===== config.mk =====
export PLATFORM = sky130hd
export DESIGN_NAME = div8
export DESIGN_NICKNAME = d
export VERILOG_FILES = /design/src/rtl/div8_pkg.sv /design/src/rtl/sub8.sv /design/src/rtl/div8.sv
export SDC_FILE = /design/constraint.sdc
export NUM_CORES = 1
export LEC_CHECK = 0
export CORE_ASPECT_RATIO = 0.6
export CORE_MARGIN = 1.5
export CORE_UTILIZATION = 41
export CTS_CLUSTER_DIAMETER = 50
export CTS_CLUSTER_SIZE = 20
export DETAILED_ROUTE_END_ITERATION = 10
export REMOVE_ABC_BUFFERS = 1
export SLEW_MARGIN = 10
export SYNTH_ARGS = -nofsm -noshare
export SYNTH_HDL_FRONTEND = slang
export SYNTH_SLANG_ARGS = --single-unit

===== constraint.sdc =====
create_clock -name clk -period 4.2 [get_ports clk]
set_input_delay 1.05 -clock clk [delete_from_list [all_inputs] [get_ports clk]]
set_output_delay 1.05 -clock clk [all_outputs]
set_load 0.05 [all_outputs]

===== src/rtl/div8_pkg.sv =====
// Shared arithmetic constants for the divider datapath.
package div8_pkg;

    localparam int unsigned WIDTH_DEF = 8;

    // FSM state encoding
    localparam logic [1:0] S_IDLE = 2'd0;
    localparam logic [1:0] S_RUN  = 2'd1;
    localparam logic [1:0] S_DONE = 2'd2;

    // Quotient reported on divide-by-zero
    localparam logic [WIDTH_DEF-1:0] DZ_QUOT = 8'hFF;

endpackage


===== src/rtl/sub8.sv =====
// Combinational subtractor: {bout,diff} = a - b - bin (port order mirrors add8).
module sub8 #(
    parameter int unsigned W = 8
) (
    output logic [W-1:0] diff,
    output logic         bout,
    input  logic [W-1:0] a,
    input  logic [W-1:0] b,
    input  logic         bin
);

    // Widen by one bit so the top bit of the result is the borrow
    assign {bout, diff} = {1'b0, a} - {1'b0, b} - {{W{1'b0}}, bin};

endmodule


===== src/rtl/div8.sv =====
// Sequential unsigned shift-and-subtract divider with start/busy/done handshake.
module div8
    import div8_pkg::*;
#(
    parameter int unsigned WIDTH = WIDTH_DEF
) (
    input  logic             clk,
    input  logic             clear,
    input  logic             start,
    input  logic [WIDTH-1:0] dividend,
    input  logic [WIDTH-1:0] divisor,
    output logic [WIDTH-1:0] quot,
    output logic [WIDTH-1:0] rem,
    output logic             busy,
    output logic             done,
    output logic             dz
);

    localparam int unsigned CNT_W = $clog2(WIDTH);

    logic [1:0]       state_q, state_d;
    logic [CNT_W-1:0] cnt_q, cnt_d;
    logic [WIDTH-1:0] q_q, q_d;
    logic [WIDTH-1:0] r_q, r_d;
    logic [WIDTH-1:0] d_q, d_d;
    logic [WIDTH-1:0] quot_q, quot_d;
    logic [WIDTH-1:0] rem_q, rem_d;
    logic             busy_q, busy_d;
    logic             done_q, done_d;
    logic             dz_q, dz_d;
    logic             dzp_q, dzp_d;
    logic             can_accept;

    logic [WIDTH-1:0] r_sh;
    logic [WIDTH-1:0] trial;
    logic             bout;

    // R shifted left with the next dividend bit from the top of Q
    assign r_sh = {r_q[WIDTH-2:0], q_q[WIDTH-1]};

    sub8 #(.W(WIDTH)) u_sub (
        .diff (trial),
        .bout (bout),
        .a    (r_sh),
        .b    (d_q),
        .bin  (1'b0)
    );

    // Next-state, datapath and output-register next values
    always_comb begin
        state_d    = state_q;
        cnt_d      = cnt_q;
        q_d        = q_q;
        r_d        = r_q;
        d_d        = d_q;
        quot_d     = quot_q;
        rem_d      = rem_q;
        dz_d       = dz_q;
        busy_d     = 1'b0;
        done_d     = 1'b0;
        dzp_d      = 1'b0;
        can_accept = 1'b0;

        case (state_q)
            S_IDLE: begin
                can_accept = 1'b1;
            end
            S_RUN: begin
                busy_d = 1'b1;
                r_d    = bout ? r_sh : trial;
                q_d    = {q_q[WIDTH-2:0], ~bout};
                cnt_d  = cnt_q + CNT_W'(1);
                // Counter wrapping back to zero marks the final iteration
                if (cnt_q == CNT_W'(WIDTH - 1)) begin
                    quot_d  = {q_q[WIDTH-2:0], ~bout};
                    rem_d   = bout ? r_sh : trial;
                    dz_d    = 1'b0;
                    done_d  = 1'b1;
                    busy_d  = 1'b0;
                    state_d = S_DONE;
                end
            end
            S_DONE: begin
                can_accept = 1'b1;
                state_d    = S_IDLE;
                // Divide-by-zero result is published one cycle after acceptance
                if (dzp_q) begin
                    quot_d = WIDTH'(DZ_QUOT);
                    rem_d  = r_q;
                    dz_d   = 1'b1;
                    done_d = 1'b1;
                end
            end
            default: begin
                state_d = S_IDLE;
            end
        endcase

        if (can_accept && start) begin
            d_d = divisor;
            if (divisor != '0) begin
                q_d     = dividend;
                r_d     = '0;
                cnt_d   = '0;
                busy_d  = 1'b1;
                state_d = S_RUN;
            end else begin
                r_d     = dividend;
                dzp_d   = 1'b1;
                state_d = S_DONE;
            end
        end
    end

    // State, datapath and output registers; clear aborts any operation
    always_ff @(posedge clk or posedge clear) begin
        if (clear) begin
            state_q <= S_IDLE;
            cnt_q   <= '0;
            q_q     <= '0;
            r_q     <= '0;
            quot_q  <= '0;
            rem_q   <= '0;
            busy_q  <= 1'b0;
            done_q  <= 1'b0;
            dz_q    <= 1'b0;
            dzp_q   <= 1'b0;
        end else begin
            state_q <= state_d;
            cnt_q   <= cnt_d;
            q_q     <= q_d;
            r_q     <= r_d;
            quot_q  <= quot_d;
            rem_q   <= rem_d;
            busy_q  <= busy_d;
            done_q  <= done_d;
            dz_q    <= dz_d;
            dzp_q   <= dzp_d;
        end
    end

    // Divisor register is only meaningful during RUN, so it has no reset
    always_ff @(posedge clk) begin
        d_q <= d_d;
    end

    assign quot = quot_q;
    assign rem  = rem_q;
    assign busy = busy_q;
    assign done = done_q;
    assign dz   = dz_q;

endmodule


# == After elaboration in Yosys (flattened, before gate mapping) ==
# Index checks and enable logic that the tools add are counted.
# word_totals
register_bits,49
rom_bits,0
n_memories,0
out_inout_bits,19
wordCells,62
ram_bits,0
latchBits,0
# op_classes
n_addsub,2
eq_ne,7
div_mod_pow,0
n_reduce_logical,8
multipliers,0
bitwise,1
n_shift,0
muxes,33
n_lt_le_gt_ge,0
# ops
op,n
$mux W8,11
$pmux W8 S2,2
$mux W1,11
$mux W3,3
$sub A8 B8 Y9,1
$reduce_bool A8 Y1,1
$mux W2,3
$ne A2 B2 Y1 const B,3
$pmux W1 S2,2
$pmux W2 S2,1
$reduce_bool A2 Y1,2
$add A3 B1 Y3 const B,1
$eq A3 B3 Y1 const B,1
$ne A3 B3 Y1 const B,1
$reduce_and A3 Y1,1
$eq A2 B1 Y1 const B,1
$eq A2 B2 Y1 const B,1
$logic_not A2 Y1,1
$reduce_and A2 Y1,1
$reduce_or A2 Y1,1
$logic_and A1 B1 Y1,1
$not A1 Y1,1

# == Longest topological paths before layout ==
# Gate-level depths: netlist of the first run.
# logic_depth
ltp_word,6
mapped_depth,10
depth_no_buf,9

# == By module ==
# From an unflattened synthesis of the first run, not the netlist that was laid out.
# hier_totals
hier_cells,271
area_unflattened_um2,2912.8
# modules_own_cells
mod,seq_area_each_um2,cells_per_inst,area_per_inst_um2,n_inst
div8,1266.2,195,2358.5,1
sub8,0.0,76,554.3,1

# == Least setup slack after synthesis of the first run ==
# Ideal clock, no wire load.
# synth_timing
kind,input-to-reg
startpoint,input divisor[5]
endpoint,register q_q[0]
arrival_ns,2.111
slack_ns,1.963
t_required_ns,4.073
setup_ns,0.127
path_stages,6
cell_sequence,or4_4 > nor2_8 > nor2_4 > buf_6 > nand2_1 > o21ai_1
# synth_between
elab_chain_len,3
# synth_rtl
item,line_no,source
from (decl),div8.sv:11,"input logic [WIDTH-1:0] divisor,"
$reduce_bool A8 Y1,div8.sv:101,if (divisor != '0) begin
$mux W8,div8.sv:101,
$mux W8,div8.sv:99,if (can_accept && start) begin
named net q_d[0],div8.sv:23,"logic [WIDTH-1:0] q_q, q_d;"
to (signal assigned),div8.sv:131,q_q <= q_d;
to (decl),div8.sv:23,
# The timed path passes the listed nets, and every way through them passes these cells.
# A chain may end at the register's enable or synchronous reset.

# == Worst setup path in the final report of the first run ==
# layout_timing
startpoint,input start
endpoint,register r_q[5]
# layout_between
elab_chain_len,2
word_cells_on_any_way,3
classes_between,1 x mux; 2 x reduce/logical
# layout_rtl
item,line_no,source
from (decl),div8.sv:9,"input logic start,"
$logic_and A1 B1 Y1 *,div8.sv:99,
$mux W8 or $reduce_bool A2 Y1 (tied branches),n/a,
to (signal assigned),div8.sv:132,r_q <= r_d;
to (decl),div8.sv:24,"logic [WIDTH-1:0] r_q, r_d;"
# Mark *: on every way between the ends. The rest lies on a longest branch, timed or not.

==> reports/metrics.yaml, run 1 <==
clock_network:
  cts_root_buffer: "clkbuf_8"
  cts_tree: "done"
  holdBufCountCts: 0
  clk_latency_ns: 0.30
  post-cts-setup-buffers: 0
  path_clk_slew_ns: 0.09
  cts_sinks: 49
  ctsHtreeMaxLevel: 2
  ctsResizeCount: 0
  cts_made_buffers: 5
  clockBufferDepth: 2
sta:
  final_hold_viol_count: 0
  fin_crit_ns: 2.75
  report.final.slew_viol_count: 0
  finalCritPeriodShare: 0.654
  max_freq_mhz: 364
  finalWorstSetupSlack_ns: 1.45
  worst_pin_slew_ns: 1.09
  tns_ns: 0
  setup_viol: 0
  timing.slew.headroom: 0.267
  rsz0062_at_grt: "false"
  skew_ns: 0.00516
power_and_ir_drop:
  power.leakage_nw: 1.41
  switching_share: 0.462
  vdd_drop_max_mv: 0.404
  clkPwrFrac: 0.129
  seqPwrFrac: 0.313
  p_comb_frac: 0.559
  power_w: 0.00253
  p_per_area_nw_per_um2: 786
  internal-power_w: 0.00136
  p_sw_w: 0.00117
synthesis:
  ys_seq_elements: 49
  synthArstFlopShare: 0.837
  syn_area_per_cell_sq_um: 10.1
  synth_ff_type: "dfrtp_1"
  synth-seq-area-share: 0.478
  synth_cell_types: 51
  synth_area_sq_um: 2650
  ys_warn_count: 0
  syn_inst: 263
  synth-edff-count: 8
critical_path:
  cp-end-kind: "flop"
  r2r_cells: 9
  arrival_ns: 2.92
  criticalPathCategory: "in -> reg"
  cp.required_ns: 4.37
  crit_path_max_fanout: 17
  critPathLaunchType: "input port"
cells_and_area:
  multi_input_area_sq_um: 1270
  regArea_sq_um: 1270
  final_cell_mix: "dfrtp_1, clkdlybuf4s50_1, nand2_1"
  fin_nets: 335
  layout_commonest_cell: "dfrtp_1"
  insertedDiodeCount: 0
  syn_to_final_growth_pct: 21.2
  drive_gt1_frac: 0.102
  fill_cells: 593
  final_core_util: 0.521
die:
  boundaryPins: 38
  dieArea_sq_um: 6970
  rows: 22
  fp.dieH_microns: 65.3
  die_w_microns: 107
  core_sq_um: 6170
  initial_core_util: 0.430
detailed_routing:
  routed_via_density: 5.33
  dr.pass1.iters: 4
  drt_wl_total_microns: 6070
  drt_iter0_drc: 117
  vias: 2062
  remaining_drc_errors: 0
  wire_per_inst_microns: 15.7
  ant_nets: 0
placed_design:
  place_hpwl_microns: 4540
  gp_congestion: 0.801
  place_ws_ns: 1.13
  port_buffers: 37
run:
  max_cap_viol_count: 0
global_routing:
  grt_pass1_wl_microns: 10300
  grt_overflow: 0
  grt_max_degree: 25
  track_usage: 0.191
  grt_pass1_vias: 2001
  antenna_found_initial: 0
min_path:
  hold_class: "reg -> reg"
  hold_depth: 2
status:
  status: "finished, final reports clean"
-- final timing paths --
path	start	to	slack [ns]
setup / recovery	start	r_q[5]$_DFFE_PP0P_	1.45
hold / removal	quot[6]$_DFFE_PP0P_	quot[6]$_DFFE_PP0P_	0.47
setup reg to reg	q_q[7]$_DFF_PP0_	quot[0]$_DFFE_PP0P_	1.56
hold reg to reg	quot[6]$_DFFE_PP0P_	quot[6]$_DFFE_PP0P_	0.47
max in group asynchronous	clear	state_q[1]$_DFFE_PP0P_	2.28
min in group asynchronous	clear	quot[5]$_DFFE_PP0P_	1.15
-- cell families (layout without fill, tap and decap cells) --
kind of cell,after synthesis,after routing,synth area share
buffers and inverters,25,65,0.0429
adder cells (fa/ha/maj),14,14,0.0689
AND/OR/NAND/NOR,80,80,0.152
XOR/XNOR,5,5,0.0165
flip-flops,49,49,0.478
AO/OA/AOI/OAI,80,80,0.204
multiplexers,10,10,0.0378
-- sequential cells by signal (all words and copies together) (netlist names) --
name     flops
d_q          8
dz           1
q_q          8
dzp_q        1
done         1
r_q          8
cnt_q        3
state_q      2
quot         8
rem          8
busy         1
-- worst max-delay path, stage by stage --
cell and delay, ns:
clkdlybuf4s50_1 0.40, o21ai_1 0.58, inv_2 0.39, nor2_1 0.36
a31oi_1 0.13
-- metal layers --
layer / vias up / global-route usage / part of all wire
met3: 7 / 0.0397 / 0.062
met5: - / 0 / 0
met2: 58 / 0.261 / 0.38
met1: 977 / 0.303 / 0.54
li1: 1020 / - / -
met4: 0 / 0.0450 / 0.010
-- cell usage after synthesis, drive strengths merged (3+ instances only) --
cell / count / area (sq um)
a211oi: 4 / 35.0
a21o: 4 / 32.5
a21oi: 15 / 97.6
a31oi: 7 / 43.8
a32oi: 3 / 26.3
buf: 6 / 42.5
clkbuf: 3 / 11.3
dfrtp: 41 / 1030
edfxtp: 8 / 240
ha: 13 / 163
inv: 16 / 60.1
mux2i: 10 / 100
nand2: 32 / 120
nand3: 3 / 15.0
nand3b: 3 / 22.5
nor2: 26 / 131
nor2b: 3 / 18.8
nor3: 4 / 25.0
o211ai: 3 / 22.5
o21ai: 31 / 155
xnor2: 4 / 35.0
-- area by class of cell --
| class | count | share of cell area |
|---|---|---|
| Multi-Input combinational cell | 189 | 0.395 |
| Inverter | 16 | 0.0187 |
| Sequential cell | 49 | 0.394 |
| Timing Repair Buffer | 41 | 0.125 |
| Tap cell | 84 | 0.0327 |
| Clock buffer | 8 | 0.0346 |
-- power groups by stage --
stage | Combinational [W] | Clock [W] | Sequential [W]
2_1_floorplan | 0.000775 | 0 | 0.00102
3_3_place_gp | 0.00140 | 0 | 0.000798
3_5_place_dp | 0.00141 | 0 | 0.000801
4_1_cts | 0.00141 | 0.000340 | 0.000792
5_1_grt | 0.00155 | 0.000356 | 0.000816
6_report | 0.00141 | 0.000325 | 0.000790
-- metrics by stage --
step           cells  instance area (sq um)  hold WS (ns)
6_report         387                   3210         0.474
5_1_grt          387                   3210         0.500
4_1_cts          387                   3210         0.480
3_5_place_dp     379                   3100         0.459
3_3_place_gp     379                   3100         0.450
2_1_floorplan    254                   2600         0.488
Note: power is estimated with default switching activity, not from simulation.
==> run 2, diff against run 1 <==
clock period = 2.79 ns   (was 4.2 ns; I/O delays follow)
==> reports/metrics.yaml, run 2 (same netlist as run 1, synthesis figures left out) <==
die:
  rows: 22  # unchanged
  core_sq_um: 6170  # unchanged
  dieArea_sq_um: 6970  # unchanged
  die_w_microns: 107  # unchanged
  boundaryPins: 38  # unchanged
  initial_core_util: 0.430  # unchanged
  fp.dieH_microns: 65.3  # unchanged
placed_design:
  place_hpwl_microns: 4510  # -0.72%
  gp_congestion: 0.814  # +1.7%
  dp_cells: 382  # +0.79%
  port_buffers: 37  # unchanged
  placed_cell_area_sq_um: 3130  # +0.73%
cells_and_area:
  final_core_util: 0.523  # +0.00203
  multi_input_area_sq_um: 1270  # unchanged
  layout_commonest_cell: "dfrtp_1"
  instances_no_fill: 390  # +0.78%
  fill_cells: 584  # -1.5%
  final_cell_area_sq_um: 3230  # +0.39%
  syn_to_final_growth_pct: 21.7
  regArea_sq_um: 1270  # unchanged
  drive_gt1_frac: 0.114  # +0.0121
  final_cell_mix: "dfrtp_1, clkdlybuf4s50_1, nand2_1"
  insertedDiodeCount: 0  # unchanged
  fin_nets: 338  # +0.90%
detailed_routing:
  remaining_drc_errors: 0  # unchanged
  routed_via_density: 5.27  # -1.1%
  drt_iter0_drc: 146  # +25%
  dr.pass1.iters: 4  # unchanged
  vias: 2055  # -0.34%
  wire_per_inst_microns: 15.5  # -1.5%
  drt_wl_total_microns: 6030  # -0.74%
  ant_nets: 0  # unchanged
power_and_ir_drop:
  p_sw_w: 0.00177  # +51%
  clkPwrFrac: 0.122  # -0.007
  vdd_drop_max_mv: 0.523  # +30%
  p_comb_frac: 0.569  # +0.010
  switching_share: 0.464  # +0.00199
  p_per_area_nw_per_um2: 1180  # +50%
  internal-power_w: 0.00204  # +50%
  power.leakage_nw: 1.42  # +0.82%
  seqPwrFrac: 0.309  # -0.004
critical_path:
  cp.required_ns: 3.03  # -1.34 ns
  crit_path_max_fanout: 10  # -7
  path_cells: "inv_1 > ha_1 > fa_1 > nand2b_1 > a211oi_2 > o41ai_4 > buf_4 > a211oi_1 > a21oi_1 > o21ai_1"
  regToRegSetupSlack_ns: 0.42  # -1.14 ns
  crit_family: "compound AO/OA/AOI/OAI gates"
  critPathLaunchType: "flop"
  cp-end-kind: "flop"
  arrival_ns: 2.61  # -0.31 ns
  slowest_stage: "fa_1"
  cp_slowest_stage_delay_ns: 0.40  # -0.18 ns
  criticalPathCategory: "reg -> reg"
  path_buf_inv: 2  # unchanged
clock_network:
  cts_root_buffer: "clkbuf_8"
  clockBufferDepth: 2  # unchanged
  ctsHtreeMaxLevel: 2  # unchanged
  holdBufCountCts: 0  # unchanged
  cts_made_buffers: 5  # unchanged
  cts_sinks: 49  # unchanged
  path_clk_slew_ns: 0.09  # about the same
  post-cts-setup-buffers: 0  # unchanged
  clk_latency_ns: 0.30  # about the same
  ctsResizeCount: 0  # unchanged
  cts_tree: "done"
global_routing:
  grt_max_degree: 42  # +68%
  track_usage: 0.190  # -0.000928
  grt_pass1_vias: 2014  # +0.65%
  antenna_found_initial: 0  # unchanged
  grt_overflow: 0  # unchanged
  grt_pass1_wl_microns: 10200  # -0.27%
sta:
  setup_viol: 0  # unchanged
  worst_pin_slew_ns: 0.507  # -0.584 ns
  max_freq_mhz: 421
  report.final.slew_viol_count: 0  # unchanged
  rsz0062_at_grt: "false"
  tns_ns: 0  # unchanged
  skew_ns: 0.00826  # +0.00311 ns
  final_hold_viol_count: 0  # unchanged
  finalCritPeriodShare: 0.851
  timing.slew.headroom: 0.662  # +0.394
  fin_crit_ns: 2.37
  hold-worst-slack_ns: 0.472  # -0.00205 ns
status:
  status: "finished, final reports clean"
run:
  max_cap_viol_count: 0  # unchanged
min_path:
  hold_class: "reg -> reg"
==> run 2: cell count changes in the layout (fill, tap and decap cells not counted) <==
cell and change:
buf_4 +3, clkbuf_1 -1, clkbuf_16 -1, clkbuf_8 +1
clkinv_2 +1
==> run 2: worst paths after layout <==
| kind | from | end | cells past startpoint |
|---|---|---|---|
| max in group asynchronous | clear | r_q[7]$_DFFE_PP0P_ | 3 |
| min in group asynchronous | clear | q_q[2]$_DFF_PP0_ | 3 |
| max reg2reg | q_q[7]$_DFF_PP0_ | r_q[3]$_DFFE_PP0P_ | 10 |
| min | quot[2]$_DFFE_PP0P_ | quot[2]$_DFFE_PP0P_ | 2 |
| max | q_q[7]$_DFF_PP0_ | r_q[3]$_DFFE_PP0P_ | 10 |
| min reg2reg | quot[2]$_DFFE_PP0P_ | quot[2]$_DFFE_PP0P_ | 2 |
==> run 2: power groups by stage <==
stage                     registers, W  logic (W)  clock network [W]
final                          0.00118    0.00216           0.000465
after global routing           0.00121    0.00237           0.000511
after CTS                      0.00118    0.00217           0.000479
after detailed placement       0.00119    0.00216                  0
after global placement         0.00119    0.00216                  0
after floorplan                0.00154    0.00117                  0
==> run 2: final cells by class <==
type | count | area share
Timing Repair Buffer | 44 | 0.131
Tap cell | 84 | 0.0326
Sequential cell | 49 | 0.392
Clock buffer | 7 | 0.0299
Clock inverter | 1 | 0.00155
Multi-Input combinational cell | 189 | 0.394
Inverter | 16 | 0.0186
==> run 2: worst reg2reg max path: cells and delay by family, from the launching register on <==
kind                     cells  cell delay [ns]
buffers and inverters        2             0.25
AO/OA/AOI/OAI                5             0.89
adder cells (fa/ha/maj)      2             0.62
flip-flops                   1             0.35
AND/OR/NAND/NOR              1             0.20
==> run 2: stage by stage <==
step | total power [W] | setup WS (ns)
after floorplan | 0.00271 | 0.334
after global placement | 0.00335 | 0.287
after detailed placement | 0.00336 | 0.313
after CTS | 0.00383 | 0.400
after global routing | 0.00409 | 0.202
final | 0.00381 | 0.416
==> run 2: metal layers <==
metal	global-route usage	vias up	wire length, microns
met2	0.260	68	2330
met3	0.0437	5	401
li1	-	1021	-
met1	0.302	961	3270
met5	0	-	0
met4	0.0383	0	29
==> run 3, diff against run 2 <==
==> constraint.sdc (replaced) <==
create_clock -name clk -period 2.79 [get_ports clk]
set_input_delay 0.4185 -clock clk [delete_from_list [all_inputs] [get_ports clk]]
set_output_delay 0.4185 -clock clk [all_outputs]
set_load 0.05 [all_outputs]
==> reports/metrics.yaml, run 3 (same netlist as run 1, synthesis figures left out) <==
global_routing:
  grt_overflow: 0  # unchanged
  grt_pass1_wl_microns: 10200  # about the same
  grt_pass1_vias: 1990  # -1.2%
  grt_max_degree: 42  # unchanged
  track_usage: 0.192  # +0.00206
  antenna_found_initial: 0  # unchanged
detailed_routing:
  wire_per_inst_microns: 15.8  # +2.1%
  drt_iter0_drc: 63  # -57%
  vias: 2097  # +2.0%
  ant_nets: 0  # unchanged
  met1Wirelength_microns: 3250  # -0.49%
  route.met2.wl_microns: 2390  # +2.6%
  drt_wl_total_microns: 6140  # +1.9%
  top_layer: "met4"
  remaining_drc_errors: 0  # unchanged
  dr_wl_met3_microns: 407  # +1.5%
  routed_via_density: 5.39  # +2.3%
  dr.pass1.iters: 4  # unchanged
sta:
  setup_viol: 0  # unchanged
  skew_ns: 0.00310  # -0.00516 ns
  rsz0062_at_grt: "false"
  hold-worst-slack_ns: 0.468  # -0.00357 ns
  tns_ns: 0  # unchanged
  finalCritPeriodShare: 0.876  # +0.0255
  timing.slew.headroom: 0.648  # -0.0141
  worst_pin_slew_ns: 0.529  # +0.0212 ns
  fin_crit_ns: 2.45  # +0.0712 ns
  finalWorstSetupSlack_ns: 0.345  # -0.0712 ns
  max_freq_mhz: 409  # -2.9%
  report.final.slew_viol_count: 0  # unchanged
  final_hold_viol_count: 0  # unchanged
die:
  die_w_microns: 107  # unchanged
  dieArea_sq_um: 6970  # unchanged
  core_sq_um: 6170  # unchanged
  rows: 22  # unchanged
  boundaryPins: 38  # unchanged
  initial_core_util: 0.430  # unchanged
  fp.dieH_microns: 65.3  # unchanged
clock_network:
  cts_sinks: 49  # unchanged
  clk_latency_ns: 0.30  # about the same
  holdBufCountCts: 0  # unchanged
  ctsHtreeMaxLevel: 2  # unchanged
  cts_tree: "done"
  clockBufferDepth: 2  # unchanged
  cts_root_buffer: "clkbuf_8"
  path_clk_slew_ns: 0.09  # about the same
  ctsResizeCount: 0  # unchanged
  cts_made_buffers: 5  # unchanged
  post-cts-setup-buffers: 0  # unchanged
critical_path:
  criticalPathCategory: "reg -> reg"
  cp.required_ns: 2.97  # -0.06 ns
  critPathLaunchType: "flop"
  cp-end-kind: "flop"
  arrival_ns: 2.63  # +0.02 ns
  slowest_stage: "dfrtp_1"
  crit_path_max_fanout: 13  # +3
  cp_slowest_stage_delay_ns: 0.40  # about the same
  path_cells: "inv_1 > ha_1 > fa_1 > nand2b_1 > a211oi_2 > o41ai_4 > buf_4 > inv_2 > mux2i_1 > a211oi_1"
cells_and_area:
  fin_nets: 337  # -0.30%
  layout_commonest_cell: "dfrtp_1"
  final_cell_mix: "dfrtp_1, clkdlybuf4s50_1, nand2_1"
  insertedDiodeCount: 0  # unchanged
  fill_cells: 585  # +0.17%
  regArea_sq_um: 1270  # unchanged
  drive_gt1_frac: 0.108  # -0.00618
  syn_to_final_growth_pct: 21.8  # about the same
  multi_input_area_sq_um: 1270  # unchanged
placed_design:
  gp_congestion: 0.834  # +2.5%
  place_ws_ns: 0.380  # +0.0675 ns
  place_hpwl_microns: 4540  # +0.63%
  port_buffers: 37  # unchanged
power_and_ir_drop:
  vdd_drop_max_mv: 0.554  # +5.8%
  power_w: 0.00383  # +0.62%
  p_per_area_nw_per_um2: 1190  # +0.54%
  power.leakage_nw: 1.41  # -0.18%
run:
  max_cap_viol_count: 0  # unchanged
min_path:
  hold_class: "reg -> reg"
status:
  status: "finished, final reports clean"
-- run 3: cell count changes in the layout (fill, tap and decap cells not counted) --
cell       before  now
clkbuf_16       0    1
clkbuf_8        7    6
buf_4           7    6
clkbuf_1        0    1
clkinv_2        1    0
-- run 3: worst paths after layout --
path	start	end	slack [ns]	depth (start not counted)
max	q_q[7]$_DFF_PP0_	r_q[6]$_DFFE_PP0P_	0.34	10
min	quot[7]$_DFFE_PP0P_	quot[7]$_DFFE_PP0P_	0.47	2
max reg2reg	q_q[7]$_DFF_PP0_	r_q[6]$_DFFE_PP0P_	0.34	10
min reg2reg	quot[7]$_DFFE_PP0P_	quot[7]$_DFFE_PP0P_	0.47	2
max in group asynchronous	clear	state_q[1]$_DFFE_PP0P_	1.90	3
min in group asynchronous	clear	quot[5]$_DFFE_PP0P_	0.53	3
-- run 3: power breakdown --
group	switching (W)	internal, W
sequential	0.000182	0.00100
clock	0.000244	0.000257
combinational	0.00134	0.000804
-- run 3: layer usage --
metal,GRT usage,vias to the layer above
met2,0.263,64
met1,0.297,996
met5,0,-
met4,0.0517,0
li1,-,1025
met3,0.0496,12
-- run 3: metrics by stage --
stage / area [sq um] / util / instances
6_report: 3230 / 0.524 / 389
5_1_grt: 3230 / 0.524 / 389
4_1_cts: 3230 / 0.524 / 389
3_5_place_dp: 3120 / 0.506 / 381
3_3_place_gp: 3120 / 0.506 / 381
2_1_floorplan: 2600 / - / 254
-- run 3: cell type report --
cell class / instances / area share
tap: 84 / 0.0325
sequential: 49 / 0.392
multi-input combinational: 189 / 0.394
timing repair buffer: 43 / 0.129
inverter: 16 / 0.0186
clock buffer: 8 / 0.0345
-- run 3: worst max-delay path, delay by kind of cell, from the launching register on --
| kind | cells | cell delay [ns] |
|---|---|---|
| fa+ha+maj | 2 | 0.61 |
| compound gates | 3 | 0.51 |
| flops | 1 | 0.40 |
| buf+inv | 3 | 0.35 |
| mux | 1 | 0.25 |
| simple gates | 1 | 0.20 |
